`config.mk`:
```
export PLATFORM = sky130hd
export DESIGN_NAME = stream_join_pipe_fork
export DESIGN_NICKNAME = d
export VERILOG_FILES = /design/src/rtl/stream_join_pipe_fork.sv
export SDC_FILE = /design/constraint.sdc
export NUM_CORES = 1
export LEC_CHECK = 0
export BUFFER_PORTS_ARGS = -buffer_cell sky130_fd_sc_hd__clkbuf_2
export CAP_MARGIN = 20
export CELL_PAD_IN_SITES_DETAIL_PLACEMENT = 0
export CELL_PAD_IN_SITES_GLOBAL_PLACEMENT = 1
export CORE_UTILIZATION = 32
export CTS_BUF_LIST = sky130_fd_sc_hd__clkbuf_4 sky130_fd_sc_hd__clkbuf_8 sky130_fd_sc_hd__clkbuf_16
export DETAILED_ROUTE_END_ITERATION = 16
export PLACE_DENSITY = 0.85
export SYNTH_ARGS = -nofsm -noshare
export SYNTH_HDL_FRONTEND = slang
export SYNTH_SLANG_ARGS = --single-unit
```
`constraint.sdc`:
```
create_clock -name iCLK -period 1.7 [get_ports iCLK]
set_input_delay 0.34 -clock iCLK [delete_from_list [all_inputs] [get_ports iCLK]]
set_output_delay 0.34 -clock iCLK [all_outputs]
set_load 0.01 [all_outputs]
```
`src/rtl/stream_join_pipe_fork.sv`:
```
// Joins two valid/ready input streams into one word, optionally registers it
// (STREAM_JOIN_PIPE_FORK_PIPE_EN), then forks it to two independently-stalling outputs.
module stream_join_pipe_fork #(
    parameter int    WIDTH0 = 8,
    parameter int    WIDTH1 = 8,
    parameter string BURST  = "yes"
) (
    input  logic              iCLK,
    input  logic              iRST,

    input  logic              iValid_AS0,
    output logic              oReady_AS0,
    input  logic [WIDTH0-1:0] iData_AS0,

    input  logic              iValid_AS1,
    output logic              oReady_AS1,
    input  logic [WIDTH1-1:0] iData_AS1,

    output logic              oValid_BM0,
    input  logic              iReady_BM0,
    output logic [WIDTH0-1:0] oData_BM0,

    output logic              oValid_BM1,
    input  logic              iReady_BM1,
    output logic [WIDTH1-1:0] oData_BM1
);

    // Every port: a word moves in a cycle where valid and ready are both 1.
    // Valid never depends on ready; ready may depend on valid and downstream ready.

    localparam int  WW       = WIDTH0 + WIDTH1;
    localparam bit  burst_en = (BURST == "yes");

    logic          join_valid;
    logic          join_ready;
    logic [WW-1:0] join_data;

    logic          fork_valid;
    logic          fork_ready;
    logic [WW-1:0] fork_data;

    // Join: both inputs are consumed together or not at all.
    assign join_valid = iValid_AS0 & iValid_AS1;
    assign join_data  = {iData_AS1, iData_AS0};
    assign oReady_AS0 = join_ready & iValid_AS1;
    assign oReady_AS1 = join_ready & iValid_AS0;

`ifdef STREAM_JOIN_PIPE_FORK_PIPE_EN
    logic          pipe_valid;
    logic [WW-1:0] pipe_data;
    logic          pipe_load;

    assign join_ready = !pipe_valid | fork_ready;
    assign pipe_load  = join_valid & join_ready;

    always_ff @(posedge iCLK) begin
        if (iRST) begin
            pipe_valid <= 1'b0;
            pipe_data  <= '0;
        end else if (pipe_load) begin
            pipe_valid <= 1'b1;
            pipe_data  <= join_data;
        end else if (fork_ready) begin
            pipe_valid <= 1'b0;
        end
    end

    assign fork_valid = pipe_valid;
    assign fork_data  = pipe_data;
`else
    assign join_ready = fork_ready;
    assign fork_valid = join_valid;
    assign fork_data  = join_data;
`endif

    logic          flag0;
    logic          flag1;
    logic [WW-1:0] fork_word;
    logic          fork_accept;

    // A flag that is being transferred this cycle counts as free in burst mode.
    generate
        if (burst_en) begin : g_burst
            assign fork_ready = (!flag0 | iReady_BM0) & (!flag1 | iReady_BM1);
        end else begin : g_bubble
            assign fork_ready = !flag0 & !flag1;
        end
    endgenerate

    assign fork_accept = fork_valid & fork_ready;

    always_ff @(posedge iCLK) begin
        if (iRST) begin
            flag0     <= 1'b0;
            flag1     <= 1'b0;
            fork_word <= '0;
        end else if (fork_accept) begin
            flag0     <= 1'b1;
            flag1     <= 1'b1;
            fork_word <= fork_data;
        end else begin
            flag0 <= flag0 & !iReady_BM0;
            flag1 <= flag1 & !iReady_BM1;
        end
    end

    assign oValid_BM0 = flag0;
    assign oValid_BM1 = flag1;
    assign oData_BM0  = fork_word[WIDTH0-1:0];
    assign oData_BM1  = fork_word[WW-1:WIDTH0];

endmodule

```
### Word level (Yosys, flattened, before mapping)

Cells that the tools add are included.

* muxes and demuxes: 2
* add/sub/neg operators: 0
* equal/unequal tests: 0
* shifts and indexed selects: 0
* bitwise gates (word level): 9
* div/mod/pow operators: 0
* reductions and logical operators: 4
* order comparisons: 0
* multipliers: 0

Operators by type and width (number)
* $and 1x1->1: 7
* $logic_not 1->1: 4
* $mux 1: 2
* $or 1x1->1: 2

* memories: 0
* RAM bits: 0
* latch bits: 0
* logic and storage cells: 18
* flip-flop bits (word level): 18
* bits of input ports: 22
* ROM bits: 0

### Logic depth before layout (Yosys ltp)

Gate-level depths: netlist (run 1).

* word-level depth: 5
* gate-level depth with buffers: 4
* depth with buffers taken out: 3

### Worst setup path after synthesis (run 1)

No wires, ideal clock.

* path kind: reg2reg
* start point: register flag1 (netlist: oValid_BM1)
* end point: register fork_word[10]
* path buffers: 1
* path slack: 422 ps
* data arrival time: 1207 ps
* library setup time: 72 ps
* period minus slack after synthesis: 1278 ps
* cell stages (with the launch flop): 5
* cells stage by stage: dfxtp_1 > nor2b_4 > nor3_4 > buf_12 > mux2i_1

* cells in the longest elaborated chain, start to end: 4

RTL lines
* from (decl): line 77 `logic flag1;`
* from (signal assigned): line 103 `flag1 <= flag1 & !iReady_BM1;`
* $logic_not 1->1: line 84 `assign fork_ready = (!flag0 | iReady_BM0) & (!flag1 | iReady_BM1);`
* $or 1x1->1: line 84
* $and 1x1->1: line 84
* $and 1x1->1: line 90 `assign fork_accept = fork_valid & fork_ready;`
* to (signal assigned): line 100 `fork_word <= fork_data;`
* to (decl): line 78 `logic [WW-1:0] fork_word;`

Every way passes these cells.
A chain may end at the register's enable or synchronous reset.

### Worst setup path in the final report (run 1)

* start point: register flag1 (netlist: oValid_BM1)
* end point: output oReady_AS1

* cells in the longest elaborated chain, start to end: 4

RTL lines
* $logic_not 1->1: line 84
* $or 1x1->1: line 84
* $and 1x1->1: line 84
* $and 1x1->1: line 46 `assign oReady_AS1 = join_ready & iValid_AS0;`
* to (decl): line 16 `output logic oReady_AS1,`

Every way passes these cells.

==> results of run 1 <==
## how the worst max path moves through the flow
stage               cells past startpoint  startpoint  slack, ns       endpoint
floorplan                               4  oValid_BM1       0.42  fork_word[10]
global placement                        4  iReady_BM1       0.33     oReady_AS0
detailed placement                      4  iReady_BM1       0.32     oReady_AS1
CTS                                     3  oValid_BM1       0.13     oReady_AS1
global route                            3  oValid_BM1       0.06     oReady_AS0
finish                                  3  oValid_BM1       0.13     oReady_AS1
## per-layer routing
metal / share of wire / up-vias / track usage
met3: 0.057 / 2 / 0.0172
met2: 0.50 / 19 / 0.210
li1: - / 349 / -
met1: 0.43 / 305 / 0.132
met5: 0 / - / 0
met4: 0.012 / 0 / 0.0395
## worst min-delay path: cells and delay by family
family / cells / cell delay, ns
simple gates: 1 / 0.05
mux: 1 / 0.06
buf+inv: 1 / 0.08
## sequential cells by signal, indices dropped and copies added, names as in the netlist
| name | flops |
|---|---|
| oValid_BM1 | 1 |
| oValid_BM0 | 1 |
| fork_word | 16 |
## cell families after synthesis
logic type	Yosys count	share of synthesized area
simple gates	41	0.335
flops	18	0.427
mux	16	0.190
buf+inv	4	0.0370
compound gates	2	0.0119
## stage by stage
step	utilization	cell area, um^2
final	0.441	1090
after global routing	0.441	1090
after CTS	0.441	1090
after detailed placement	0.432	1070
after global placement	0.432	1070
after floorplan	-	845
## placed cells by master (no fill, tap or decap)
master     n
or3_2      1
clkbuf_4   3
nand2_1    1
nor2b_4    2
clkbuf_2  41
buf_4      2
nand2b_1  33
dfxtp_1   18
nor3_4     1
and3_1     2
or2b_2     1
mux2i_1   16
a21oi_1    2
## area by class of cell
class | instances | area, um^2 | share of cell area
multi-input combinational | 59 | 453 | 0.414
sequential | 18 | 360 | 0.330
timing repair buffer | 43 | 220 | 0.201
tap | 30 | 37.5 | 0.0343
clock buffer | 3 | 22.5 | 0.0206
## power groups by stage
stage	combinational, mW	clock [mW]	sequential [mW]
after floorplan	0.0781	0	0.477
after global placement	0.145	0	0.466
after detailed placement	0.148	0	0.467
after CTS	0.148	0.206	0.457
after global routing	0.161	0.228	0.460
final	0.145	0.199	0.457
==> reports/summary.log, run 1 <==
INFO  run_status     status=complete, no violations
INFO  cts            postCtsHoldBufs=0
INFO  sta            minimum_clock_period=1.57ns
INFO  worst_setup_path timing.rr.end=oValid_BM1
INFO  placed_design  placer_congestion=0.654
INFO  sta            hold_slack=0.290ns
INFO  logic_synthesis yosys.area.top_type_share=0.427
INFO  run            max_cap_viol_count=0
INFO  floorplanning  die_height=53.4um
INFO  pwr            switching_share=0.244
INFO  pwr            power.share.combinational=0.181
INFO  worst_hold_path min_path_type=input port to flip-flop
INFO  floorplanning  boundary_pin_count=42
INFO  worst_setup_path critical_path_arrival=1.23ns
INFO  logic_synthesis cell_area_after_synthesis=845um^2
INFO  placed_design  place_inst=150
INFO  routing        ant_nets=0
INFO  routing        drt-pass1-iter-count=3
INFO  worst_hold_path hold-path-endpoint=fork_word[6]
INFO  floorplanning  die_w=53.4um
INFO  pwr            p_seq_frac=0.571
INFO  sta            final_critical_path_setup_slack=0.133ns
INFO  grt            grt_start_max_net_pins=35
INFO  logic_synthesis ys_top_cells_by_count=33 x nand2b_1, 18 x dfxtp_1, 16 x mux2i_1
INFO  worst_setup_path cp_max_fo=3
INFO  cts            postCtsResizedCells=0
INFO  floorplanning  die_area=0.00285mm^2
INFO  sta            grt_setup_unrepaired=no
INFO  grt            antenna_found_initial=0
INFO  sta            max_slew.worst_pin.slew=0.437ns
INFO  cts            clk_sink_count=18
INFO  cells_and_area num_antenna_cells=0
INFO  pwr            cellInternalPower=0.605mW
INFO  logic_synthesis post_synth_num_cell_types=12
INFO  cts            clk_pin_slew_worst_paths=0.10ns
INFO  logic_synthesis synthArstFlopShare=0
INFO  sta            setup_viol=0
INFO  pwr            p_leak=0.497nW
INFO  logic_synthesis synth.yosys.warnings=0
INFO  worst_setup_path r2r_slack=0.54ns
INFO  routing        count_of_unresolved_drc_violations_after_routing=0
INFO  cells_and_area layoutNonFillerInstCount=153
INFO  worst_hold_path worst_hold_startpoint=iData_AS0[6]
INFO  cts            post_cts_buffers=0
INFO  sta            timing.final.hold_violations=0
INFO  placed_design  place_ws=0.318ns
INFO  cells_and_area synthToLayoutAreaGrowth=29.5%
INFO  grt            grt_pass1_wl=2.42mm
INFO  worst_setup_path reg2reg_from=oValid_BM1
INFO  pwr            report.power.total=0.800mW
INFO  logic_synthesis syn_inst=81
INFO  routing        postRouteWirelength=1.52mm
INFO  worst_setup_path worst-path-buf-inv=1
INFO  logic_synthesis yosysSeqAreaShare=0.427
INFO  logic_synthesis ys_dominant_reg_cell=dfxtp_1
INFO  routing        via_per_inst=4.41
INFO  routing        total_number_of_vias=675
INFO  pwr            switchingPower=0.195mW
INFO  logic_synthesis synth-edff-count=0
INFO  grt            grt-ovfl-total=0
INFO  worst_setup_path cp.required=1.36ns
INFO  grt            grt_usage=0.115
INFO  sta            min_period_over_period=0.922
INFO  placed_design  numPortBuffers=41
INFO  cts            tritoncts.num_buffers=3
INFO  cts            cts.root.buffer_cell=clkbuf_4
INFO  cells_and_area total_of_fill_cells_in_the_finished_design=249
INFO  floorplanning  placement_rows=18
INFO  cts            cts_tree=yes
INFO  logic_synthesis synth.top_cells.by_area=dfxtp_1 43%, nand2b_1 24%, mux2i_1 19%
INFO  logic_synthesis post_synthesis_cell_type_with_the_largest_combined_area=dfxtp_1
INFO  cts            clock_insertion_delay_worst_skew=0.27ns
INFO  worst_setup_path worst_setup_path_start_kind=flip-flop
INFO  worst_hold_path worstHoldPathCells=3
INFO  worst_setup_path cp_cell_sequence=or2b_2, and3_1, clkbuf_2
INFO  cts            ctsHtreeMaxLevel=1
INFO  sta            slew_viol_final=0
INFO  worst_setup_path timing.setup.critical_path_class=flip-flop to primary output
INFO  worst_setup_path cpLargestDelayFamily=simple AND/OR/NAND/NOR gates
INFO  logic_synthesis synth_nets=103
INFO  pwr            ir_worst_vdd=442uV
INFO  routing        drt-wirelength-per-cell=9.92um
INFO  worst_setup_path crit_slowest_cell=dfxtp_1
INFO  cells_and_area final_layout_size_suffix_gt1_frac=0.415
INFO  worst_setup_path worst-r2r-cell-count=3
INFO  pwr            clkPwrFrac=0.249
INFO  worst_setup_path critical_path.max_stage_delay=0.35ns
INFO  cells_and_area design.final.nets=147
INFO  logic_synthesis yosys.cell_count.top_type=nand2b_1
INFO  sta            timing.fmax=638MHz
INFO  routing        detailedRoute.firstIterationViolations=4
INFO  sta            fin_worst_skew=0.00111ns
INFO  worst_setup_path worstSetupEndpointType=primary output
INFO  floorplanning  core_area=0.00248mm^2
INFO  cts            max-clock-path-buffers=2
INFO  floorplanning  floorplan.initialDensity=0.341
INFO  logic_synthesis postSynthRegisterBits=18
INFO  logic_synthesis post_synth.cell_area_avg=10.4um^2
INFO  grt            first_global_vias=615
INFO  sta            worst_slew_margin_rel=0.709
INFO  pwr            cellPowerDensity=732mW/mm^2
INFO  sta            total_negative_slack=0ns
Power figures use the tool's default switching activity.
==> run 2, diff against run 1 <==
--- a/config.mk
+++ b/config.mk
@@ -9,10 +9,10 @@
 export CAP_MARGIN = 20
 export CELL_PAD_IN_SITES_DETAIL_PLACEMENT = 0
 export CELL_PAD_IN_SITES_GLOBAL_PLACEMENT = 1
-export CORE_UTILIZATION = 32
+export CORE_UTILIZATION = 34
 export CTS_BUF_LIST = sky130_fd_sc_hd__clkbuf_4 sky130_fd_sc_hd__clkbuf_8 sky130_fd_sc_hd__clkbuf_16
 export DETAILED_ROUTE_END_ITERATION = 16
-export PLACE_DENSITY = 0.85
+export PLACE_DENSITY = 0.89
 export SYNTH_ARGS = -nofsm -noshare
 export SYNTH_HDL_FRONTEND = slang
 export SYNTH_SLANG_ARGS = --single-unit
==> constraint.sdc (replaced) <==
create_clock -name iCLK -period 2 [get_ports iCLK]
set_input_delay 0.4 -clock iCLK [delete_from_list [all_inputs] [get_ports iCLK]]
set_output_delay 0.4 -clock iCLK [all_outputs]
set_load 0.01 [all_outputs]
==> reports/summary.log, run 2 (synthesis gave the netlist of run 1 again) <==
INFO  run_status     status=complete, no violations [unchanged]
INFO  worst_hold_path worst_hold_startpoint=iData_AS0[5] [was iData_AS0[6]]
INFO  cts            clk_pin_slew_worst_paths=0.11ns [was 0.10 ns]
INFO  worst_setup_path cp_cell_sequence=or2b_2, and3_1, clkbuf_2 [unchanged]
INFO  worst_setup_path reg2reg_from=oValid_BM1 [unchanged]
INFO  worst_setup_path worstSetupEndpointType=primary output [unchanged]
INFO  sta            setup_viol=0 [unchanged]
INFO  worst_setup_path cp.required=1.60ns [was 1.36 ns]
INFO  placed_design  placer_congestion=0.607 [was 0.654]
INFO  floorplanning  placement_rows=17 [was 18]
INFO  sta            timing.fmax=602MHz
INFO  worst_setup_path timing.setup.critical_path_class=flip-flop to primary output [unchanged]
INFO  routing        count_of_unresolved_drc_violations_after_routing=0 [unchanged]
INFO  cts            ctsHtreeMaxLevel=1 [unchanged]
INFO  cells_and_area layout_commonest_cell=clkbuf_2 [unchanged]
INFO  sta            total_negative_slack=0ns [unchanged]
INFO  worst_setup_path setup.worst_path.start=oValid_BM1 [unchanged]
INFO  pwr            ir_worst_vdd=341uV [was 442 uV]
INFO  pwr            cellPowerDensity=671mW/mm^2 [was 732 mW/mm^2]
INFO  pwr            p_leak=0.499nW [was 0.497 nW]
INFO  worst_setup_path critical_path_arrival=1.26ns [was 1.23 ns]
INFO  sta            min_period_over_period=0.831
INFO  cts            post_cts_buffers=0 [unchanged]
INFO  sta            grt_setup_unrepaired=no [unchanged]
INFO  grt            grt_usage=0.130 [was 0.115]
INFO  grt            grt_start_max_net_pins=35 [unchanged]
INFO  cts            cts.root.buffer_cell=clkbuf_4 [unchanged]
INFO  grt            first_global_vias=608 [was 615]
INFO  cells_and_area most_frequent_cells_in_the_layout=41 x clkbuf_2, 33 x nand2b_1, 18 x dfxtp_1 [unchanged]
INFO  worst_setup_path worst-path-buf-inv=1 [unchanged]
INFO  cells_and_area largest_register=fork_word [unchanged]
INFO  grt            grt-ovfl-total=0 [unchanged]
INFO  cells_and_area largest_reg_flops=16 [unchanged]
INFO  run            max_cap_viol_count=0 [unchanged]
INFO  routing        detailedRoute.firstIterationViolations=3 [was 4]
INFO  worst_setup_path worst_setup_path_start_kind=flip-flop [unchanged]
INFO  cts            clock_insertion_delay_worst_skew=0.29ns [was 0.27 ns]
INFO  worst_hold_path min_path_type=input port to flip-flop [unchanged]
INFO  floorplanning  boundary_pin_count=42 [unchanged]
INFO  placed_design  numPortBuffers=41 [unchanged]
INFO  floorplanning  core_area=0.00228mm^2 [was 0.00248 mm^2]
INFO  grt            grt_pass1_wl=2.50mm [was 2.42 mm]
INFO  cells_and_area num_antenna_cells=0 [unchanged]
INFO  placed_design  hpwlAfterDp=1.20mm
INFO  worst_setup_path cpLargestDelayFamily=simple AND/OR/NAND/NOR gates [unchanged]
INFO  routing        postRouteWirelength=1.63mm [was 1.52 mm]
INFO  cts            clk_sink_count=18 [unchanged]
INFO  placed_design  place_inst=147 [was 150]
INFO  sta            worst_slew_margin_rel=0.706 [was 0.709]
INFO  cts            tritoncts.num_buffers=3 [unchanged]
INFO  sta            slew_viol_final=0 [unchanged]
INFO  floorplanning  die_height=51.8um [was 53.4 um]
INFO  grt            antenna_found_initial=0 [unchanged]
INFO  cells_and_area design.final.nets=146 [was 147]
INFO  cells_and_area synthToLayoutAreaGrowth=29.9% [was 29.5%]
INFO  sta            fin_worst_skew=0.00291ns [was 0.00111 ns]
INFO  floorplanning  floorplan.initialDensity=0.371 [was 0.341]
INFO  floorplanning  die_area=0.00269mm^2 [was 0.00285 mm^2]
INFO  routing        drt-pass1-iter-count=4 [was 3]
INFO  sta            minimum_clock_period=1.66ns
INFO  routing        ant_nets=0 [unchanged]
INFO  routing        via_per_inst=4.48 [was 4.41]
INFO  worst_setup_path crit_slowest_cell=dfxtp_1 [unchanged]
INFO  worst_setup_path cp_max_fo=3 [unchanged]
INFO  worst_setup_path critical_path.max_stage_delay=0.37ns [was 0.35 ns]
INFO  cts            max-clock-path-buffers=2 [unchanged]
INFO  sta            timing.final.hold_violations=0 [unchanged]
INFO  routing        drt-wirelength-per-cell=10.8um [was 9.92 um]
INFO  sta            max_slew.worst_pin.slew=0.442ns [was 0.437 ns]
INFO  cts            postCtsHoldBufs=0 [unchanged]
INFO  pwr            report.power.total=0.736mW [was 0.800 mW]
INFO  routing        total_number_of_vias=677 [was 675]
INFO  floorplanning  die_w=51.8um [was 53.4 um]
INFO  cells_and_area layoutNonFillerInstCount=151 [was 153]
INFO  cts            postCtsResizedCells=0 [unchanged]
INFO  cts            cts_tree=yes [unchanged]
INFO  cells_and_area final_layout_size_suffix_gt1_frac=0.415 [unchanged]
[run 2: cell types whose count changed in the layout (fill, tap and decap cells not counted)]
cell / change
buf_4: -1
clkbuf_8: +1
[run 2: layout make-up]
type                       instances  area, um^2
fill                             224        1180
multi-input combinational         59         453
sequential                        18         360
timing repair buffer              42         213
clock buffer                       4        36.3
tap                               28        35.0
[run 2: layer usage]
metal  wire length, um  GRT usage  vias to the layer above
li1                  -          -                      345
met1               655      0.131                      304
met2               822      0.220                       26
met3               135     0.0439                        2
met4                17     0.0946                        0
met5                 0          0                        -
[run 2: worst paths after layout]
| kind | slack, ns | cells after the start | end |
|---|---|---|---|
| hold / removal | 0.33 | 3 | fork_word[5] |
| setup reg to reg | 0.75 | 4 | fork_word[13] |
| hold reg to reg | 0.48 | 2 | fork_word[1] |
| setup / recovery | 0.34 | 3 | oReady_AS1 |
[run 2: power by group]
| part | total, mW | internal, mW | switching (mW) |
|---|---|---|---|
| registers | 0.388 | 0.378 | 0.0102 |
| clock network | 0.225 | 0.111 | 0.114 |
| logic | 0.123 | 0.0655 | 0.0575 |
| total | 0.736 | 0.554 | 0.182 |
[run 2: through the flow]
step / setup WS, ns / utilization / hold slack (ns) / instance area (um^2)
floorplan: 0.721 / - / 0.493 / 845
global placement: 0.514 / 0.466 / 0.458 / 1060
detailed placement: 0.492 / 0.466 / 0.461 / 1060
CTS: 0.309 / 0.482 / 0.320 / 1100
global route: 0.283 / 0.482 / 0.328 / 1100
finish: 0.339 / 0.482 / 0.333 / 1100
[run 2: worst reg2reg max path, delay by kind of cell, from the launching register on]
family | cells | cell delay, ns
muxes | 1 | 0.25
DFF | 1 | 0.34
and+or+nand+nor | 2 | 0.30
buffers and inverters | 1 | 0.30
==> run 3, diff against run 2 <==
--- a/config.mk
+++ b/config.mk
@@ -5,14 +5,15 @@
 export SDC_FILE = /design/constraint.sdc
 export NUM_CORES = 1
 export LEC_CHECK = 0
+export ABC_AREA = 1
 export BUFFER_PORTS_ARGS = -buffer_cell sky130_fd_sc_hd__clkbuf_2
 export CAP_MARGIN = 20
 export CELL_PAD_IN_SITES_DETAIL_PLACEMENT = 0
 export CELL_PAD_IN_SITES_GLOBAL_PLACEMENT = 1
-export CORE_UTILIZATION = 34
+export CORE_UTILIZATION = 28
 export CTS_BUF_LIST = sky130_fd_sc_hd__clkbuf_4 sky130_fd_sc_hd__clkbuf_8 sky130_fd_sc_hd__clkbuf_16
 export DETAILED_ROUTE_END_ITERATION = 16
-export PLACE_DENSITY = 0.89
+export PLACE_DENSITY = 0.85
 export SYNTH_ARGS = -nofsm -noshare
 export SYNTH_HDL_FRONTEND = slang
 export SYNTH_SLANG_ARGS = --single-unit
==> constraint.sdc (replaced) <==
create_clock -name iCLK -period 1.6 [get_ports iCLK]
set_input_delay 0.32 -clock iCLK [delete_from_list [all_inputs] [get_ports iCLK]]
set_output_delay 0.32 -clock iCLK [all_outputs]
set_load 0.01 [all_outputs]
==> reports/summary.log, run 3 <==
INFO  worst_setup_path timing.setup.critical_path_class=flip-flop to primary output [unchanged]
INFO  grt            grt-ovfl-total=0 [unchanged]
INFO  worst_setup_path r2r_slack=0.49ns [was 0.75 ns]
INFO  placed_design  placer_congestion=0.674 [was 0.607]
INFO  logic_synthesis adder_cell_area_share_of_the_yosys_netlist=0 [unchanged]
INFO  routing        detailedRoute.firstIterationViolations=7 [was 3]
INFO  logic_synthesis synth-compound-area-share=0.0129 [was 0.0119]
INFO  logic_synthesis synth.top_cells.by_area=dfxtp_1 47%, nand2_1 17%, nor2_1 17% [was dfxtp_1 43%, nand2b_1 24%, mux2i_1 19%]
INFO  logic_synthesis syn_inst=117 [was 81]
INFO  cts            max-clock-path-buffers=2 [unchanged]
INFO  logic_synthesis postSynthRegisterBits=18 [unchanged]
INFO  worst_setup_path critical_path_arrival=1.02ns [was 1.26 ns]
INFO  pwr            cellPowerDensity=928mW/mm^2 [was 671 mW/mm^2]
INFO  logic_synthesis synthArstFlopShare=0 [unchanged]
INFO  logic_synthesis yosys-mux-area-fraction=0 [was 0.190]
INFO  floorplanning  boundary_pin_count=42 [unchanged]
INFO  floorplanning  die_w=54.6um [was 51.8 um]
INFO  run_status     status=complete, no violations [unchanged]
INFO  worst_hold_path min_path_type=input port to flip-flop [unchanged]
INFO  grt            grt_start_max_net_pins=35 [unchanged]
INFO  cts            clock_insertion_delay_worst_skew=0.29ns [about the same]
INFO  grt            antenna_found_initial=0 [unchanged]
INFO  placed_design  numPortBuffers=41 [unchanged]
INFO  sta            minimum_clock_period=1.34ns
INFO  cts            post_cts_buffers=0 [unchanged]
INFO  floorplanning  placement_rows=18 [was 17]
INFO  routing        postRouteWirelength=1.53mm [was 1.63 mm]
INFO  cells_and_area final_area=0.00102mm^2 [was 0.00110 mm^2]
INFO  cells_and_area largest_register=fork_word [unchanged]
INFO  pwr            p_leak=0.626nW [was 0.499 nW]
INFO  cells_and_area area_of_all_sequential_standard_cells=360um^2 [unchanged]
INFO  cts            cts.root.buffer_cell=clkbuf_4 [unchanged]
INFO  cells_and_area total_of_fill_cells_in_the_finished_design=289 [was 224]
INFO  grt            grt_pass1_wl=2.22mm [was 2.50 mm]
INFO  placed_design  hpwlAfterDp=1.15mm [was 1.20 mm]
INFO  cts            ctsHtreeMaxLevel=1 [unchanged]
INFO  routing        drt-wirelength-per-cell=8.11um [was 10.8 um]
INFO  cts            cts_tree=yes [unchanged]
INFO  worst_setup_path worst-r2r-cell-count=5 [was 4]
INFO  worst_setup_path crit_slowest_cell=dfxtp_1 [unchanged]
INFO  grt            first_global_vias=577 [was 608]
INFO  placed_design  placedInstanceArea=981um^2 [was 0.00106 mm^2]
INFO  logic_synthesis synthXorXnorAreaFrac=0 [unchanged]
INFO  cts            clk_sink_count=18 [unchanged]
INFO  cells_and_area num_antenna_cells=0 [unchanged]
INFO  grt            grt_usage=0.103 [was 0.130]
INFO  cells_and_area most_frequent_cells_in_the_layout=41 x clkbuf_2, 34 x nand2_1, 34 x nor2_1 [was 41 x clkbuf_2, 33 x nand2b_1, 18 x dfxtp_1]
INFO  logic_synthesis synth.yosys.warnings=0 [unchanged]
INFO  sta            max_slew.worst_pin.slew=0.499ns [was 0.442 ns]
INFO  sta            hold_slack=0.210ns [was 0.333 ns]
INFO  cells_and_area layoutNonFillerInstCount=188 [was 151]
INFO  logic_synthesis synth_nets=139 [was 103]
INFO  pwr            ir_worst_vdd=571uV [was 341 uV]
INFO  cts            postCtsHoldBufs=0 [unchanged]
INFO  cts            postCtsResizedCells=0 [unchanged]
INFO  worst_setup_path cp_cell_sequence=nand2_2, nand2_1, nor2_1, clkbuf_2 [was or2b_2, and3_1, clkbuf_2]
INFO  sta            min_period_over_period=0.839
INFO  logic_synthesis yosysSeqAreaShare=0.466 [was 0.427]
INFO  routing        ant_nets=0 [unchanged]
INFO  cells_and_area final_layout_size_suffix_gt1_frac=0.310 [was 0.415]
INFO  worst_setup_path worstSetupEndpointType=primary output [unchanged]
INFO  logic_synthesis ys_top_cells_by_count=34 x nand2_1, 34 x nor2_1, 21 x inv_1 [was 33 x nand2b_1, 18 x dfxtp_1, 16 x mux2i_1]
INFO  cells_and_area design.final.nets=181 [was 146]
INFO  worst_setup_path reg2reg_from=oValid_BM0 [was oValid_BM1]
INFO  sta            grt_setup_unrepaired=no [unchanged]
INFO  sta            worst_slew_margin_rel=0.667 [was 0.706]
INFO  worst_setup_path worst_setup_path_start_kind=flip-flop [unchanged]
INFO  logic_synthesis post_synth.cell_area_avg=6.61um^2 [was 10.4 um^2]
INFO  sta            fin_worst_skew=0.00714ns [was 0.00291 ns]
INFO  logic_synthesis combinational_family_with_the_most_area_after_synthesis=simple AND/OR/NAND/NOR gates [unchanged]
INFO  routing        drt-pass1-iter-count=4 [unchanged]
INFO  sta            timing.fmax=745MHz
INFO  sta            timing.final.hold_violations=0 [unchanged]
INFO  logic_synthesis synth-edff-count=0 [unchanged]
INFO  logic_synthesis yosys.area.top_type_share=0.466 [was 0.427]
INFO  logic_synthesis ys_dominant_reg_cell=dfxtp_1 [unchanged]
INFO  worst_setup_path timing.rr.end=fork_word[14] [was fork_word[13]]
INFO  worst_setup_path setup.worst_path.start=oValid_BM0 [was oValid_BM1]
INFO  logic_synthesis post_synth_num_cell_types=11 [was 12]
INFO  sta            slew_viol_final=0 [unchanged]
INFO  worst_setup_path critical_path.max_stage_delay=0.33ns [was 0.37 ns]
INFO  cts            clk_pin_slew_worst_paths=0.10ns [was 0.11 ns]
INFO  logic_synthesis cell_area_after_synthesis=773um^2 [was 845 um^2]
INFO  pwr            report.power.total=0.944mW [was 0.736 mW]
INFO  cells_and_area largest_reg_flops=16 [unchanged]
INFO  sta            total_negative_slack=0ns [unchanged]
INFO  routing        total_number_of_vias=746 [was 677]
INFO  cells_and_area multi_input_gate_area=295um^2 [was 453 um^2]
INFO  floorplanning  floorplan.initialDensity=0.304 [was 0.371]
INFO  floorplanning  die_height=54.6um [was 51.8 um]
INFO  worst_setup_path timing.critical_path.to=oReady_AS0 [was oReady_AS1]
INFO  placed_design  place_inst=184 [was 147]
INFO  worst_setup_path cp.required=1.28ns [was 1.60 ns]
INFO  logic_synthesis yosys.area_share.simple=0.369 [was 0.335]
INFO  worst_setup_path cp_max_fo=3 [unchanged]
INFO  floorplanning  core_area=0.00254mm^2 [was 0.00228 mm^2]
INFO  cts            tritoncts.num_buffers=3 [unchanged]
INFO  run            max_cap_viol_count=0 [unchanged]
INFO  logic_synthesis post_synthesis_cell_type_with_the_largest_combined_area=dfxtp_1 [unchanged]
INFO  sta            setup_viol=0 [unchanged]
INFO  routing        via_per_inst=3.97 [was 4.48]
INFO  cells_and_area layout_commonest_cell=clkbuf_2 [unchanged]
INFO  floorplanning  die_area=0.00298mm^2 [was 0.00269 mm^2]
INFO  cells_and_area synthToLayoutAreaGrowth=31.6% [was 29.9%]
INFO  routing        count_of_unresolved_drc_violations_after_routing=0 [unchanged]
[run 3: changes by cell type in the layout (fill, tap and decap cells not counted), sizes merged, moves of 2 or more]
cell / previous run / this run
mux2i: 16 / 0
nor2: 0 / 34
and3: 2 / 0
nor2b: 2 / 0
inv: 0 / 22
nand2: 1 / 36
nand2b: 33 / 0
[run 3: routing by layer]
| metal | global-route usage | wire length [um] | part of all wire |
|---|---|---|---|
| met3 | 0.0306 | 122 | 0.080 |
| met5 | 0 | 0 | 0 |
| met4 | 0.0385 | 13 | 0.0085 |
| met1 | 0.130 | 732 | 0.48 |
| met2 | 0.165 | 657 | 0.43 |
[run 3: worst min-delay path by stage]
stage	start	endpoint	cells after the start
CTS	iRST	oValid_BM1	2
finish	iRST	oValid_BM1	2
global route	iRST	oValid_BM0	2
global placement	fork_word[7]	fork_word[7]	4
detailed placement	fork_word[0]	fork_word[0]	4
floorplan	iRST	oValid_BM0	1
[run 3: metrics by stage]
stage / setup slack (ns) / util
6_report: 0.258 / 0.400
5_1_grt: 0.163 / 0.400
4_1_cts: 0.238 / 0.400
3_5_place_dp: 0.388 / 0.385
3_3_place_gp: 0.423 / 0.385
2_1_floorplan: 0.610 / -
[run 3: power breakdown]
part	internal (mW)	switching (mW)	leakage (nW)	total, mW
clock	0.139	0.140	0.0210	0.279
combinational	0.0717	0.0971	0.457	0.169
sequential	0.481	0.0156	0.148	0.496
total	0.691	0.253	0.626	0.944
[run 3: cells by family after synthesis]
kind of cell,after synthesis
AND/OR/NAND/NOR,71
flip-flops,18
AO/OA/AOI/OAI,2
buffers and inverters,26
[run 3: cell type report]
type                    count  area share
flip-flops and latches     18       0.354
multi-input cells          73       0.290
repair buffers             41       0.202
inverters                  22      0.0812
well taps                  30      0.0369
clock buffers               4      0.0357
[run 3: worst max-delay path, delay by kind of cell (launching register included)]
kind | cells | cell delay [ns]
buf+inv | 1 | 0.13
flops | 1 | 0.33
simple gates | 3 | 0.27
